<file path="src/rtl/program_loader.sv">
// rtl/program_loader.sv - boot-time loader that streams bytes into instruction memory
//
// Assembles big-endian 32-bit words from a byte receiver and writes them
// sequentially into instruction memory, holding the core in reset until the
// image is complete. Stream: header word N, then N data words, then (only
// when LOADER_CHECKSUM_EN is defined) a checksum word equal to the sum of the
// data words modulo 2^32.
//
// Ports:
//   clk        rising-edge clock
//   rst        asynchronous active-low reset
//   rx_data    received byte, qualified by rx_valid
//   rx_valid   one-cycle byte strobe
//   start      re-arm pulse, honoured only in DONE or ERROR
//   imem_we    one-cycle write strobe per completed data word
//   imem_addr  word index being written
//   imem_data  word being written
//   core_rst_n core reset, released only while loaded (DONE)
//   done       high while loaded
//   err_code   0 none, 1 overflow, 2 timeout, 3 checksum; held until re-arm
//
// Optional feature macro: LOADER_CHECKSUM_EN (trailing checksum word + CHECK state).

module program_loader #(
  parameter int WORD_SIZE = 32,
  parameter int DEPTH     = 256,
  parameter int TIMEOUT   = 1000000
) (
  input  logic                     clk,
  input  logic                     rst,
  input  logic [7:0]               rx_data,
  input  logic                     rx_valid,
  input  logic                     start,
  output logic                     imem_we,
  output logic [$clog2(DEPTH)-1:0] imem_addr,
  output logic [WORD_SIZE-1:0]     imem_data,
  output logic                     core_rst_n,
  output logic                     done,
  output logic [1:0]               err_code
);

  localparam int AW = $clog2(DEPTH);
  localparam int NW = $clog2(DEPTH + 1);   // N may equal DEPTH
  localparam int TW = $clog2(TIMEOUT + 1);

  localparam logic [1:0] ERR_NONE     = 2'd0;
  localparam logic [1:0] ERR_OVERFLOW = 2'd1;
  localparam logic [1:0] ERR_TIMEOUT  = 2'd2;
  localparam logic [1:0] ERR_CHECKSUM = 2'd3;

  typedef enum logic [2:0] {
    S_IDLE,
    S_HEADER,
    S_LOAD,
`ifdef LOADER_CHECKSUM_EN
    S_CHECK,
`endif
    S_DONE,
    S_ERROR
  } state_t;

  // Where the FSM goes once the last data word (or an empty header) is seen.
`ifdef LOADER_CHECKSUM_EN
  localparam state_t S_AFTER_DATA = S_CHECK;
`else
  localparam state_t S_AFTER_DATA = S_DONE;
`endif

  state_t                 state, state_nxt;
  logic [1:0]             err_nxt;
  logic [1:0]             byte_cnt;
  logic [WORD_SIZE-9:0]   shift;
  logic [NW-1:0]          n_words;
  logic [AW-1:0]          widx;
  logic [TW-1:0]          tcnt;
`ifdef LOADER_CHECKSUM_EN
  logic [WORD_SIZE-1:0]   sum;
`endif

  logic                   busy;
  logic                   accept;
  logic                   word_done;
  logic                   timeout_hit;
  logic                   last_word;
  logic [WORD_SIZE-1:0]   word;

  // States in which bytes are consumed and the idle timer runs.
  always_comb begin
    busy = (state == S_HEADER) || (state == S_LOAD);
`ifdef LOADER_CHECKSUM_EN
    if (state == S_CHECK) busy = 1'b1;
`endif
  end

  assign accept      = rx_valid && ((state == S_IDLE) || busy);
  assign word_done   = accept && (byte_cnt == 2'd3);
  assign word        = {shift, rx_data};
  // Counter holds k-1 during the k-th idle cycle, so this fires on the
  // TIMEOUT-th consecutive idle cycle.
  assign timeout_hit = busy && !rx_valid && (tcnt == TW'(TIMEOUT - 1));
  assign last_word   = (NW'(widx) + NW'(1)) == n_words;

  always_ff @(posedge clk or negedge rst) begin
    if (!rst) begin
      state    <= S_IDLE;
      err_code <= ERR_NONE;
    end else begin
      state    <= state_nxt;
      err_code <= err_nxt;
    end
  end

  always_comb begin
    state_nxt = state;
    err_nxt   = err_code;
    case (state)
      S_IDLE: begin
        if (rx_valid) state_nxt = S_HEADER;
      end
      S_HEADER: begin
        if (timeout_hit) begin
          state_nxt = S_ERROR;
          err_nxt   = ERR_TIMEOUT;
        end else if (word_done) begin
          if (word > WORD_SIZE'(DEPTH)) begin
            state_nxt = S_ERROR;
            err_nxt   = ERR_OVERFLOW;
          end else if (word == '0) begin
            state_nxt = S_AFTER_DATA;
          end else begin
            state_nxt = S_LOAD;
          end
        end
      end
      S_LOAD: begin
        if (timeout_hit) begin
          state_nxt = S_ERROR;
          err_nxt   = ERR_TIMEOUT;
        end else if (word_done && last_word) begin
          state_nxt = S_AFTER_DATA;
        end
      end
`ifdef LOADER_CHECKSUM_EN
      S_CHECK: begin
        if (timeout_hit) begin
          state_nxt = S_ERROR;
          err_nxt   = ERR_TIMEOUT;
        end else if (word_done) begin
          if (word == sum) begin
            state_nxt = S_DONE;
          end else begin
            state_nxt = S_ERROR;
            err_nxt   = ERR_CHECKSUM;
          end
        end
      end
`endif
      S_DONE: begin
        if (start) state_nxt = S_IDLE;
      end
      S_ERROR: begin
        if (start) begin
          state_nxt = S_IDLE;
          err_nxt   = ERR_NONE;
        end
      end
      default: state_nxt = S_IDLE;
    endcase
  end

  always_ff @(posedge clk or negedge rst) begin
    if (!rst) begin
      imem_we    <= 1'b0;
      imem_addr  <= '0;
      imem_data  <= '0;
      done       <= 1'b0;
      core_rst_n <= 1'b0;
      byte_cnt   <= '0;
      shift      <= '0;
      n_words    <= '0;
      widx       <= '0;
      tcnt       <= '0;
`ifdef LOADER_CHECKSUM_EN
      sum        <= '0;
`endif
    end else begin
      imem_we    <= 1'b0;
      // Registered from the current state: rises one cycle after entering
      // DONE, and a start pulse drops it on the same edge that leaves DONE.
      done       <= (state == S_DONE) && !start;
      core_rst_n <= (state == S_DONE) && !start;

      if (accept) begin
        tcnt     <= '0;
        byte_cnt <= byte_cnt + 2'd1;
        shift    <= word[WORD_SIZE-9:0];
      end else if (busy) begin
        tcnt <= tcnt + 1'b1;
      end

      if ((state == S_HEADER) && word_done) begin
        n_words <= NW'(word);
        widx    <= '0;
`ifdef LOADER_CHECKSUM_EN
        sum     <= '0;
`endif
      end

      if ((state == S_LOAD) && word_done) begin
        imem_we   <= 1'b1;
        imem_addr <= widx;
        imem_data <= word;
        widx      <= widx + 1'b1;
`ifdef LOADER_CHECKSUM_EN
        sum       <= sum + word;
`endif
      end

      // Any partial word is dropped on error so a re-arm starts aligned.
      if (state_nxt == S_ERROR) begin
        byte_cnt <= '0;
        tcnt     <= '0;
      end
    end
  end

endmodule

</file>
<file path="config.mk">
export PLATFORM = sky130hd
export DESIGN_NAME = program_loader
export DESIGN_NICKNAME = d
export VERILOG_FILES = /design/src/rtl/program_loader.sv
export SDC_FILE = /design/constraint.sdc
export NUM_CORES = 1
export LEC_CHECK = 0
export BUFFER_PORTS_ARGS = -buffer_cell sky130_fd_sc_hd__clkbuf_2
export CAP_MARGIN = 30
export CORE_MARGIN = 3
export CORE_UTILIZATION = 63
export DETAILED_ROUTE_END_ITERATION = 8
export GPL_TIMING_DRIVEN = 0
export PLACE_DENSITY = 0.85
export SYNTH_ARGS = -nofsm -noshare
export SYNTH_HDL_FRONTEND = slang
export SYNTH_SLANG_ARGS = --single-unit
</file>
<file path="constraint.sdc">
create_clock -name clk -period 4.4 [get_ports clk]
set_input_delay 0.66 -clock clk [delete_from_list [all_inputs] [get_ports clk]]
set_output_delay 0.66 -clock clk [all_outputs]
set_load 0.05 [all_outputs]
</file>
# Word level (Yosys, flattened, before mapping)
# Cells that the tools add are included.
[totals]
ff_bits = 110
input_bits = 12
out_inout_bits = 45
[op_classes]
n_reduce_logical = 20
add_sub_neg = 4
n_mux = 23
n_lt_le_gt_ge = 1
n_eq_ne = 12
[ops]
columns = ["cell", "n"]
rows = [
  ["$mux 20", 3],
  ["$gt 32x9->1 const B", 1],
  ["$logic_not 32->1", 1],
  ["$mux 3", 7],
  ["$add 20x1->20 const B", 1],
  ["$eq 20x20->1 const B", 1],
  ["$mux 8", 2],
  ["$mux 2", 7],
  ["$pmux 3 s4", 1],
  ["$add 8x1->9 const B", 1],
  ["$eq 9x9->1", 1],
  ["$add 8x1->8 const B", 1],
  ["$logic_and 1x1->1", 8],
  ["$eq 3x2->1 const B", 2],
  ["$eq 3x3->1 const B", 2],
  ["$pmux 2 s3", 1],
  ["$reduce_bool 3->1", 2],
  ["$reduce_and 5->1", 1],
  ["$ne 2x2->1 const B", 2],
  ["$reduce_bool 2->1", 2],
  ["$eq 3x1->1 const B", 1],
  ["$logic_not 3->1", 1],
  ["$ne 3x2->1 const B", 1],
  ["$ne 3x3->1 const B", 1],
  ["6 further kinds", 9],
]

# Longest topological paths before layout
# Gate-level depths: netlist of run 1.
[depth]
ltp_word = 11
ltp_mapped = 7
depth_no_buf = 6

# Worst setup path before layout of run 1
# OpenSTA, ideal clock, no wires.
[synth_timing]
kind = "in2reg"
start = "in rx_data[5]"
end = "reg state[2]"
required_ps = 4273
arrival_ps = 1837
cell_stages = 5
setup_ps = 127
path_slack_ps = 2436
n_path_buf = 0
path_cell_list = "nor4_1 > a21boi_0 > o31ai_2 > a21oi_2 > or2_2"
[synth_via]
elab_chain_len = 5
[synth_rtl]
columns = ["item", "line", "rtl"]
rows = [
  ["start: declaration", "31", "input logic [7:0] rx_data,"],
  ["$gt 32x9->1", "125", "if (word > WORD_SIZE'(DEPTH)) begin"],
  ["$mux 3", "125", ""],
  ["$mux 3", "124", "end else if (word_done) begin"],
  ["$mux 3", "121", "if (timeout_hit) begin"],
  ["$pmux 3 s4", "116", "case (state)"],
  ["named net state_nxt[2]", "69", "state_t state, state_nxt;"],
  ["end signal: assignment", "108", "state <= state_nxt;"],
  ["end: declaration", "69", ""],
]
# The timed path passes the listed nets, and every way through them passes these cells.
# A chain may end at the register's enable or synchronous reset.

# Worst setup path after layout of run 1
[layout_timing]
start = "reg shift[1]"
end = "reg tcnt[14]"
[layout_via]
elab_chain_len = 8
elab_cells_between_ends = 10
[layout_rtl]
columns = ["item", "line", "rtl"]
rows = [
  ["start: declaration", "72", "logic [WORD_SIZE-9:0] shift;"],
  ["start signal: assignment", "196", "shift <= word[WORD_SIZE-9:0];"],
  ["branches (longest 2 deep; another with $gt 32x9->1)", "n/a", ""],
  ["$mux 3 (*)", "125", ""],
  ["$mux 3 (*)", "124", ""],
  ["$mux 3 (*)", "121", ""],
  ["$pmux 3 s4 (*)", "116", ""],
  ["$eq 3x3->1 (*)", "220", "if (state_nxt == S_ERROR) begin"],
  ["$reduce_bool 3->1 (no line) or $mux 20 (tied branches)", "n/a", ""],
  ["end signal: assignment", "198", "tcnt <= tcnt + 1'b1;"],
  ["end: declaration", "75", "logic [TW-1:0] tcnt;"],
]
# Every way passes the cells marked *.

==> impl_metrics.json, run 1 <==
{
  "synth_common_cells": "nand2_1 (141), dfrtp_1 (110), mux2_2 (33)",
  "setup_viol": 0,
  "vias_per_cell": 5.85,
  "netlist.area_leader.share": 0.552,
  "critPathArrivalTime_ps": 2550,
  "ff2ff_setup_slack_ps": 2120,
  "rsz0062_at_grt": "false",
  "power_density_nw_per_um2": 640,
  "fin_area_um2": 5610,
  "wl_met3_um": 602,
  "dieArea_um2": 9010,
  "finalClockSkew_ps": 13.8,
  "slew_headroom": 0.437,
  "timing.rr.end": "tcnt[14]$_DFFE_PN0P_",
  "cp_cell_sequence": "nor4_1 > nand4_1 > o31ai_2 > a21oi_2 > buf_4 > nor3_1",
  "firstDrtPassIters": 5,
  "num_vias": 3864,
  "status": "complete, no violations",
  "cts_hold_buf": 0,
  "synth_edf_count": 0,
  "finalCritPeriodShare": 0.519,
  "grt_pass1_wl_mm": 18.7,
  "clkSinkCount": 110,
  "dp.final_hpwl_mm": 7.75,
  "path_buf_inv": 1,
  "cp_top_family": "simple AND/OR/NAND/NOR gates",
  "drc": 0,
  "syn_area_um2": 4980,
  "peakVddDrop_mv": 0.409,
  "ant_nets": 0,
  "syn_to_final_growth_pct": 12.7,
  "drt_iter0_markers": 261,
  "synth_most_common_cell": "nand2_1",
  "cp_slowest_cell": "o31ai_2",
  "ys_seq_elements": 110,
  "critical_path.max_fanout": 10,
  "top_layer_used": "met4",
  "die_x_um": 94.9,
  "first_global_vias": 3784,
  "seq_area_frac_synth": 0.552,
  "syn_inst": 490,
  "cp-end-kind": "flop",
  "period_needed_ps": 2280,
  "cts_made_buffers": 9,
  "r2r-start": "shift[1]$_DFFE_PN0P_",
  "p_leak_nw": 2.71,
  "cp.required_ps": 4670,
  "ctsHtreeMaxLevel": 3,
  "fillerInstances": 508,
  "route.final.wire_length_mm": 11.0,
  "gp_congestion": 0.895,
  "wl_met2_mm": 5.31,
  "yosys_warnings": 0,
  "yosysTopAreaCell": "dfrtp_1",
  "hold_viol_final": 0,
  "dieHeight_um": 94.9,
  "slew_viol_final": 0,
  "crit_path_start_kind": "flop",
  "tns_ps": 0,
  "io_pins": 57,
  "synth_flop_cell": "dfrtp_1",
  "avgSynthCellArea_um2": 10.2,
  "final_cells": 661,
  "cp-startpoint": "shift[1]$_DFFE_PN0P_",
  "port_buffers": 56,
  "cts.repair.resized": 0,
  "hold_class": "in -> async",
  "timing.hold.ws_ps": 385,
  "clk_transition_reported_paths_ps": 100,
  "grt_max_degree": 111,
  "core_um2": 7450,
  "grtUsageTotal": 0.267,
  "overflow": 0,
  "reg2regPathDepth": 6,
  "post_cts_buffers": 0,
  "antenna_cells": 0,
  "met1_length_mm": 4.91,
  "ys_async_sr_fraction": 1.00,
  "wire_per_inst_um": 16.7,
  "worst_pin_slew_ps": 844,
  "maxCapViolations": 0,
  "layout-drive-gt1-share": 0.219,
  "ctsRootBufferMaster": "clkbuf_8",
  "clkLatencyLatePin_ps": 370,
  "critPathKind": "reg -> reg",
  "antenna_found_initial": 0,
  "synth.area.top_cells": "dfrtp_1 (55%), nand2_1 (11%), mux2_2 (7.5%)",
  "cts_tree": "built",
  "rows": 31,
  "ys_types": 51,
  "final_util": 0.754,
  "synth_nets": 505,
  "placed_area_um2": 5400,
  "worst_path_largest_cell_delay_ps": 520,
  "start_util": 0.669,
  "fmax_mhz": 438,
  "dp.cells": 645,
  "fin_nets": 572,
  "cts_buffer_depth": 2
}
[logic make-up after synthesis]
family / Yosys count / synth area share
adder cells (fa/ha/maj): 3 / 0.00753
flip-flops: 110 / 0.552
AO/OA/AOI/OAI: 39 / 0.0510
multiplexers: 37 / 0.0826
XOR/XNOR: 31 / 0.0588
buffers and inverters: 30 / 0.0259
AND/OR/NAND/NOR: 240 / 0.222
[per-layer routing]
metal / GRT usage / vias up
li1: - / 1796
met1: 0.382 / 1909
met2: 0.420 / 142
met3: 0.0430 / 17
met4: 0.0889 / 0
met5: 0 / -
[through the flow]
step	total power [W]	setup slack, ps
2_1_floorplan	0.00257	2440
6_report	0.00359	2120
5_1_grt	0.00378	1980
3_5_place_dp	0.00294	1950
4_1_cts	0.00360	2110
3_3_place_gp	0.00289	1240
[flip-flops by register name (all words and copies together) (netlist names)]
register and count:
imem_addr 8, state 3, shift 24, tcnt 20, n_words 9, byte_cnt 2, imem_we 1, done 1
imem_data 32, widx 8, err_code 2
[cells in the final DEF, fill, tap and decap left out, types with 2 or more instances in the layout]
master    instances
nand4b_1          3
nor3_2            3
mux2_2           33
buf_4             3
inv_1             5
xor2_1           13
nor3b_1           3
a21oi_1           5
buf_2             4
and3_1            5
nor2_1           26
nand4_1           8
mux2i_1           4
o21ai_0          16
dfrtp_1         110
o31ai_1           4
xnor2_1          16
clkbuf_1         16
a31oi_1           2
nor3_1           15
ha_1              3
and4_1            3
clkinv_4          2
nor4_1           10
clkbuf_2         55
and2_1            2
nand2_1         141
clkbuf_8         12
or2_2             3
nand3_1           8
nand2b_1          3
[worst register-to-register path, delay by kind of cell, from the launching register on]
| family | cells | cell delay (ps) |
|---|---|---|
| AND/OR/NAND/NOR | 3 | 850 |
| AO/OA/AOI/OAI | 2 | 680 |
| buffers and inverters | 1 | 200 |
| flip-flops | 1 | 450 |
[worst max path at each step]
stage | endpoint | cells after the start
detailed placement | tcnt[14]$_DFFE_PN0P_ | 7
floorplan | state[2]$_DFF_PN0_ | 5
finish | tcnt[14]$_DFFE_PN0P_ | 6
global route | tcnt[14]$_DFFE_PN0P_ | 7
CTS | tcnt[14]$_DFFE_PN0P_ | 6
global placement | tcnt[12]$_DFFE_PN0P_ | 1
[area by class of cell]
type                            count  area [µm²]  area share
Inverter                            6        22.5     0.00401
Sequential cell                   110        2750       0.490
Clock inverter                      5        66.3      0.0118
Timing Repair Buffer               56         289      0.0515
Multi-Input combinational cell    350        2100       0.374
Clock buffer                       11         151      0.0270
Buffer                             24         106      0.0189
Tap cell                           99         124      0.0221
[power by group]
group          leakage, nW  internal (W)  switching (W)
clock network        0.108      0.000301       0.000352
logic                 1.17      0.000438       0.000916
registers             1.44       0.00132       0.000266
Power figures use the tool's default switching activity.
==> run 2, diff against run 1 <==
Settings changed: CORE_UTILIZATION 63 to 52, PLACE_DENSITY 0.85 to 0.75.
Clock period 4.4 ns to 1.93 ns, I/O delays scaled along.
==> run 2 against run 1 <==
Against the previous run:
- the run now ends with negative setup slack left
- hold slack got worse by 380 ps
- clock power rose by 110%
- utilization fell by 11 points
- first-iteration DRC count fell by 34%
- non-clock buffer count rose by 12
- sequential power rose by 130%
==> impl_metrics.json, run 2 (synthesis gave the netlist of run 1 again) <==
{
  "grt_pass1_wl_mm": 18.9,
  "violations": "negative setup slack",
  "finalCritPeriodShare": 1.02,
  "cp-end-kind": "flop",
  "power_density_nw_per_um2": 1410,
  "period_needed_ps": 1970,
  "dp.final_hpwl_mm": 7.74,
  "gp_congestion": 0.865,
  "fillerInstances": 768,
  "regMostFlops": "imem_data",
  "final_util": 0.639,
  "critical_path.max_fanout": 4,
  "power.share.combinational": 0.397,
  "timing.rr.end": "err_code[1]$_DFFE_PN0P_",
  "start_util": 0.537,
  "clock_power_share": 0.166,
  "die_x_um": 104,
  "overflow": 0,
  "syn_to_final_growth_pct": 19.2,
  "cts_buffer_depth": 2,
  "ff2ff_setup_slack_ps": -40,
  "critPathArrivalTime_ps": 2280,
  "first_global_vias": 3838,
  "fmax_mhz": 509,
  "dieHeight_um": 104,
  "vias_per_cell": 5.41,
  "clk_transition_reported_paths_ps": 110,
  "hold_viol_final": 0,
  "grt_max_degree": 111,
  "p_switching_w": 0.00359,
  "layout-drive-gt1-share": 0.303,
  "port_buffers": 56,
  "cp.required_ps": 2240,
  "timing.hold.ws_ps": 8.38,
  "slew_headroom": 0.436,
  "cts_tree": "built",
  "route.final.wire_length_mm": 11.4,
  "clkLatencyLatePin_ps": 370,
  "rows": 35,
  "io_pins": 57,
  "drt_iter0_markers": 171,
  "seqPwrFrac": 0.437,
  "grtUsageTotal": 0.215,
  "rsz0062_at_grt": "true",
  "internal_power_w": 0.00476,
  "slew_viol_final": 0,
  "dieArea_um2": 10800,
  "num_vias": 3803,
  "largest_reg_flops": 32,
  "clkSinkCount": 110,
  "reg2regPathDepth": 7,
  "peakVddDrop_mv": 1.10,
  "ant_nets": 0,
  "fin_nets": 584,
  "hold_class": "in -> async",
  "reg_top3": "imem_data x32, shift x24, tcnt x20",
  "wire_per_inst_um": 16.2,
  "setup_viol": 1,
  "firstDrtPassIters": 4,
  "place_ws_ps": -221,
  "critPathKind": "reg -> reg",
  "finalClockSkew_ps": 12.4,
  "maxCapViolations": 0,
  "worst_pin_slew_ps": 846,
  "worst_slack_ps": -36.0,
  "cts_made_buffers": 9,
  "ctsRootBufferMaster": "clkbuf_8",
  "status": "finished, violations left",
  "power.share.switching": 0.430,
  "antenna_cells": 0,
  "final_cell_mix": "nand2_1 (141), dfrtp_1 (105), clkbuf_2 (64)",
  "antenna_found_initial": 0,
  "drc": 0,
  "r2r-start": "shift[2]$_DFFE_PN0P_",
  "p_leak_nw": 2.87,
  "layout_commonest_cell": "nand2_1",
  "crit_path_start_kind": "flop",
  "core_um2": 9280,
  "ctsHtreeMaxLevel": 3
}
## run 2: changes by cell type in the layout (fill, tap and decap cells not counted), sizes merged
cell	previous run	this run
buf	8	18
clkbuf	83	84
clkinv	3	5
inv	6	5
## run 2: how the worst max path moves through the flow
| stage | from | to | slack, ps |
|---|---|---|---|
| 4_1_cts | shift[23]$_DFFE_PN0P_ | tcnt[9]$_DFFE_PN0P_ | 0.4 |
| 6_report | shift[2]$_DFFE_PN0P_ | err_code[1]$_DFFE_PN0P_ | -40 |
| 2_1_floorplan | state[1]$_DFF_PN0_ | byte_cnt[0]$_DFFE_PN0P_ | 180 |
| 5_1_grt | shift[2]$_DFFE_PN0P_ | byte_cnt[1]$_DFFE_PN0P_ | -150 |
| 3_3_place_gp | rst | tcnt[14]$_DFFE_PN0P_ | -900 |
| 3_5_place_dp | shift[18]$_DFFE_PN0P_ | tcnt[9]$_DFFE_PN0P_ | -220 |
## run 2: worst max-delay path: stages (launching register included)
cell,delay [ps]
dfrtp_1,460
nor4_2,300
nand4_1,200
buf_4,200
buf_6,100
o31a_1,280
o211ai_1,230
a21o_1,140
## run 2: repair_timing
item | 4_1_cts | 5_1_grt
cloned | 0 | 1
hold buffers | 0 | 0
pin swaps | 5 | 19
resized for setup | 11 | 55
setup buffers | 3 | 8
endpoints found under the setup margin | 81 | 82
## run 2: power by group through the flow
stage / sequential, W / combinational [W] / clock (W)
6_report: 0.00365 / 0.00332 / 0.00138
5_1_grt: 0.00375 / 0.00357 / 0.00152
4_1_cts: 0.00362 / 0.00312 / 0.00144
3_5_place_dp: 0.00364 / 0.00306 / 0
3_3_place_gp: 0.00361 / 0.00299 / 0
2_1_floorplan: 0.00452 / 0.00133 / 0
## run 2: per-stage QoR
| step | cells | TNS (ps) | cell area (µm²) | total power [W] |
|---|---|---|---|---|
| 6_report | 703 | -36.0 | 5940 | 0.00835 |
| 5_1_grt | 703 | -1160 | 5940 | 0.00884 |
| 4_1_cts | 694 | 0 | 5700 | 0.00818 |
| 3_5_place_dp | 675 | -6210 | 5430 | 0.00670 |
| 3_3_place_gp | 675 | -103580 | 5420 | 0.00660 |
| 2_1_floorplan | 490 | 0 | 4980 | 0.00585 |
## run 2: layout make-up
cell class	count	area, µm²	share of cell area
plain buffers	24	135	0.0228
clock buffers	10	128	0.0215
clock inverters	6	72.6	0.0122
inverters	6	23.8	0.00400
multi-input cells	350	2270	0.383
flip-flops and latches	110	2760	0.465
well taps	129	161	0.0272
repair buffers	68	383	0.0645
## run 2: layer usage
metal | routed length, µm | global-route usage | vias to the layer above
li1 | - | - | 1811
met1 | 5050 | 0.284 | 1870
met2 | 5650 | 0.354 | 108
met3 | 534 | 0.0503 | 14
met4 | 170 | 0.0665 | 0
met5 | 0 | 0 | -
==> run 3, diff against run 2 <==
Settings changed: SKIP_LAST_GASP from default to 1.
==> run 3 against run 2 <==
Against the previous run:
- the run still ends with negative setup slack left
- die area unchanged
- utilization down 0.50 points
- routed wire length down 0.14%
- fmax down 0.99%
- worst setup slack worse by 20 ps
- final area down 0.78%
- largest power group unchanged
- highest routed layer unchanged
==> impl_metrics.json, run 3 (synthesis gave the netlist of run 1 again) <==
{
  "ctsHtreeMaxLevel": 3,
  "p_switching_w": 0.00357,
  "finalClockSkew_ps": 15.9,
  "ctsRootBufferMaster": "clkbuf_8",
  "layout_commonest_cell": "nand2_1",
  "place_ws_ps": -221,
  "fmax_mhz": 504,
  "final_cell_mix": "nand2_1 (141), dfrtp_1 (106), clkbuf_2 (65)",
  "wire_per_inst_um": 16.2,
  "r2r-start": "shift[2]$_DFFE_PN0P_",
  "regMostFlops": "imem_data",
  "finalPower_w": 0.00831,
  "violations": "negative setup slack",
  "clk_transition_reported_paths_ps": 100,
  "io_pins": 57,
  "overflow": 0,
  "gp_congestion": 0.865,
  "first_global_vias": 3836,
  "clock_power_share": 0.167,
  "worst_pin_slew_ps": 846,
  "cts_made_buffers": 9,
  "cp-end-kind": "flop",
  "clkLatencyLatePin_ps": 380,
  "rsz0062_at_grt": "true",
  "grt_pass1_wl_mm": 18.8,
  "fin_nets": 583,
  "grt_max_degree": 111,
  "ant_nets": 0,
  "hold_viol_final": 0,
  "cts_hold_buf": 0,
  "grtUsageTotal": 0.215,
  "num_vias": 3785,
  "final_cells": 702,
  "cts_buffer_depth": 2,
  "ff2ff_setup_slack_ps": -60,
  "p_leak_nw": 2.84,
  "largest_reg_flops": 32,
  "rows": 35,
  "reg_top3": "imem_data x32, shift x24, tcnt x20",
  "antenna_cells": 0,
  "dieArea_um2": 10800,
  "layout-drive-gt1-share": 0.291,
  "fillerInstances": 780,
  "vias_per_cell": 5.39,
  "critPathArrivalTime_ps": 2300,
  "reg2regPathDepth": 7,
  "power.share.combinational": 0.395,
  "seqPwrFrac": 0.438,
  "firstDrtPassIters": 4,
  "period_needed_ps": 1990,
  "syn_to_final_growth_pct": 18.2,
  "port_buffers": 56,
  "clkSinkCount": 110,
  "maxCapViolations": 0,
  "setup_viol": 6,
  "start_util": 0.537,
  "drc": 0,
  "timing.rr.end": "err_code[1]$_DFFE_PN0P_",
  "dp.cells": 675,
  "internal_power_w": 0.00474,
  "worst_slack_ps": -55.7,
  "core_um2": 9280,
  "peakVddDrop_mv": 1.10,
  "die_x_um": 104,
  "dieHeight_um": 104,
  "route.final.wire_length_mm": 11.4,
  "status": "finished, violations left",
  "finalCritPeriodShare": 1.03,
  "antenna_found_initial": 0,
  "hold_class": "in -> async",
  "slew_viol_final": 0,
  "power_density_nw_per_um2": 1410,
  "critPathKind": "reg -> reg",
  "cts_tree": "built",
  "power.share.switching": 0.430,
  "critical_path.max_fanout": 4,
  "crit_path_start_kind": "flop",
  "slew_headroom": 0.436,
  "dp.final_hpwl_mm": 7.74,
  "cp.required_ps": 2240,
  "drt_iter0_markers": 191
}
-- run 3: critical path, stage by stage (launching register included) --
cell and delay [ps]:
dfrtp_1 460, nor4_2 300, nand4_1 210, buf_4 200
buf_6 100, o31a_1 290, o211ai_1 230, a21o_1 140
-- run 3: timing repair --
item	in CTS	in global routing
endpoints found under the hold margin	0	0
pin swaps	4	15
setup endpoints to repair	81	82
gates cloned	0	1
gates resized for setup	10	46
setup buffers	3	7
-- run 3: final cells by class --
class | count | area [µm²] | share of cell area
buffer | 24 | 129 | 0.0219
clock buffer | 10 | 128 | 0.0217
clock inverter | 6 | 72.6 | 0.0123
inverter | 6 | 23.8 | 0.00404
multi-input combinational | 350 | 2240 | 0.381
sequential | 110 | 2760 | 0.468
tap | 129 | 161 | 0.0274
timing repair buffer | 67 | 375 | 0.0637
-- run 3: power by group through the flow --
stage                     sequential, W  clock, W  combinational [W]
after global placement          0.00361         0            0.00299
after floorplan                 0.00452         0            0.00133
after global routing            0.00375   0.00152            0.00353
final                           0.00364   0.00139            0.00328
after detailed placement        0.00364         0            0.00306
after CTS                       0.00361   0.00144            0.00312
-- run 3: how the worst max path moves through the flow --
stage | from | to | cells after the start
2_1_floorplan | state[1]$_DFF_PN0_ | byte_cnt[0]$_DFFE_PN0P_ | 7
3_5_place_dp | shift[18]$_DFFE_PN0P_ | tcnt[9]$_DFFE_PN0P_ | 6
4_1_cts | shift[18]$_DFFE_PN0P_ | tcnt[9]$_DFFE_PN0P_ | 6
5_1_grt | shift[2]$_DFFE_PN0P_ | byte_cnt[1]$_DFFE_PN0P_ | 7
6_report | shift[2]$_DFFE_PN0P_ | err_code[1]$_DFFE_PN0P_ | 7
3_3_place_gp | rst | tcnt[14]$_DFFE_PN0P_ | 1
-- run 3: through the flow --
step           utilization  TNS, ps  hold WS (ps)  instance area, µm²
2_1_floorplan            -        0         -6.09                4980
5_1_grt              0.635    -1560          76.1                5890
4_1_cts              0.613    -4.29          53.1                5690
3_5_place_dp         0.585    -6210           466                5430
3_3_place_gp         0.584  -103580           458                5420
6_report             0.635    -89.5          6.04                5890
-- run 3: metal layers --
| metal | GRT usage | share of wire | up-vias |
|---|---|---|---|
| met1 | 0.283 | 0.44 | 1870 |
| li1 | - | - | 1807 |
| met5 | 0 | 0 | - |
| met3 | 0.0503 | 0.047 | 16 |
| met2 | 0.354 | 0.49 | 92 |
| met4 | 0.0665 | 0.015 | 0 |
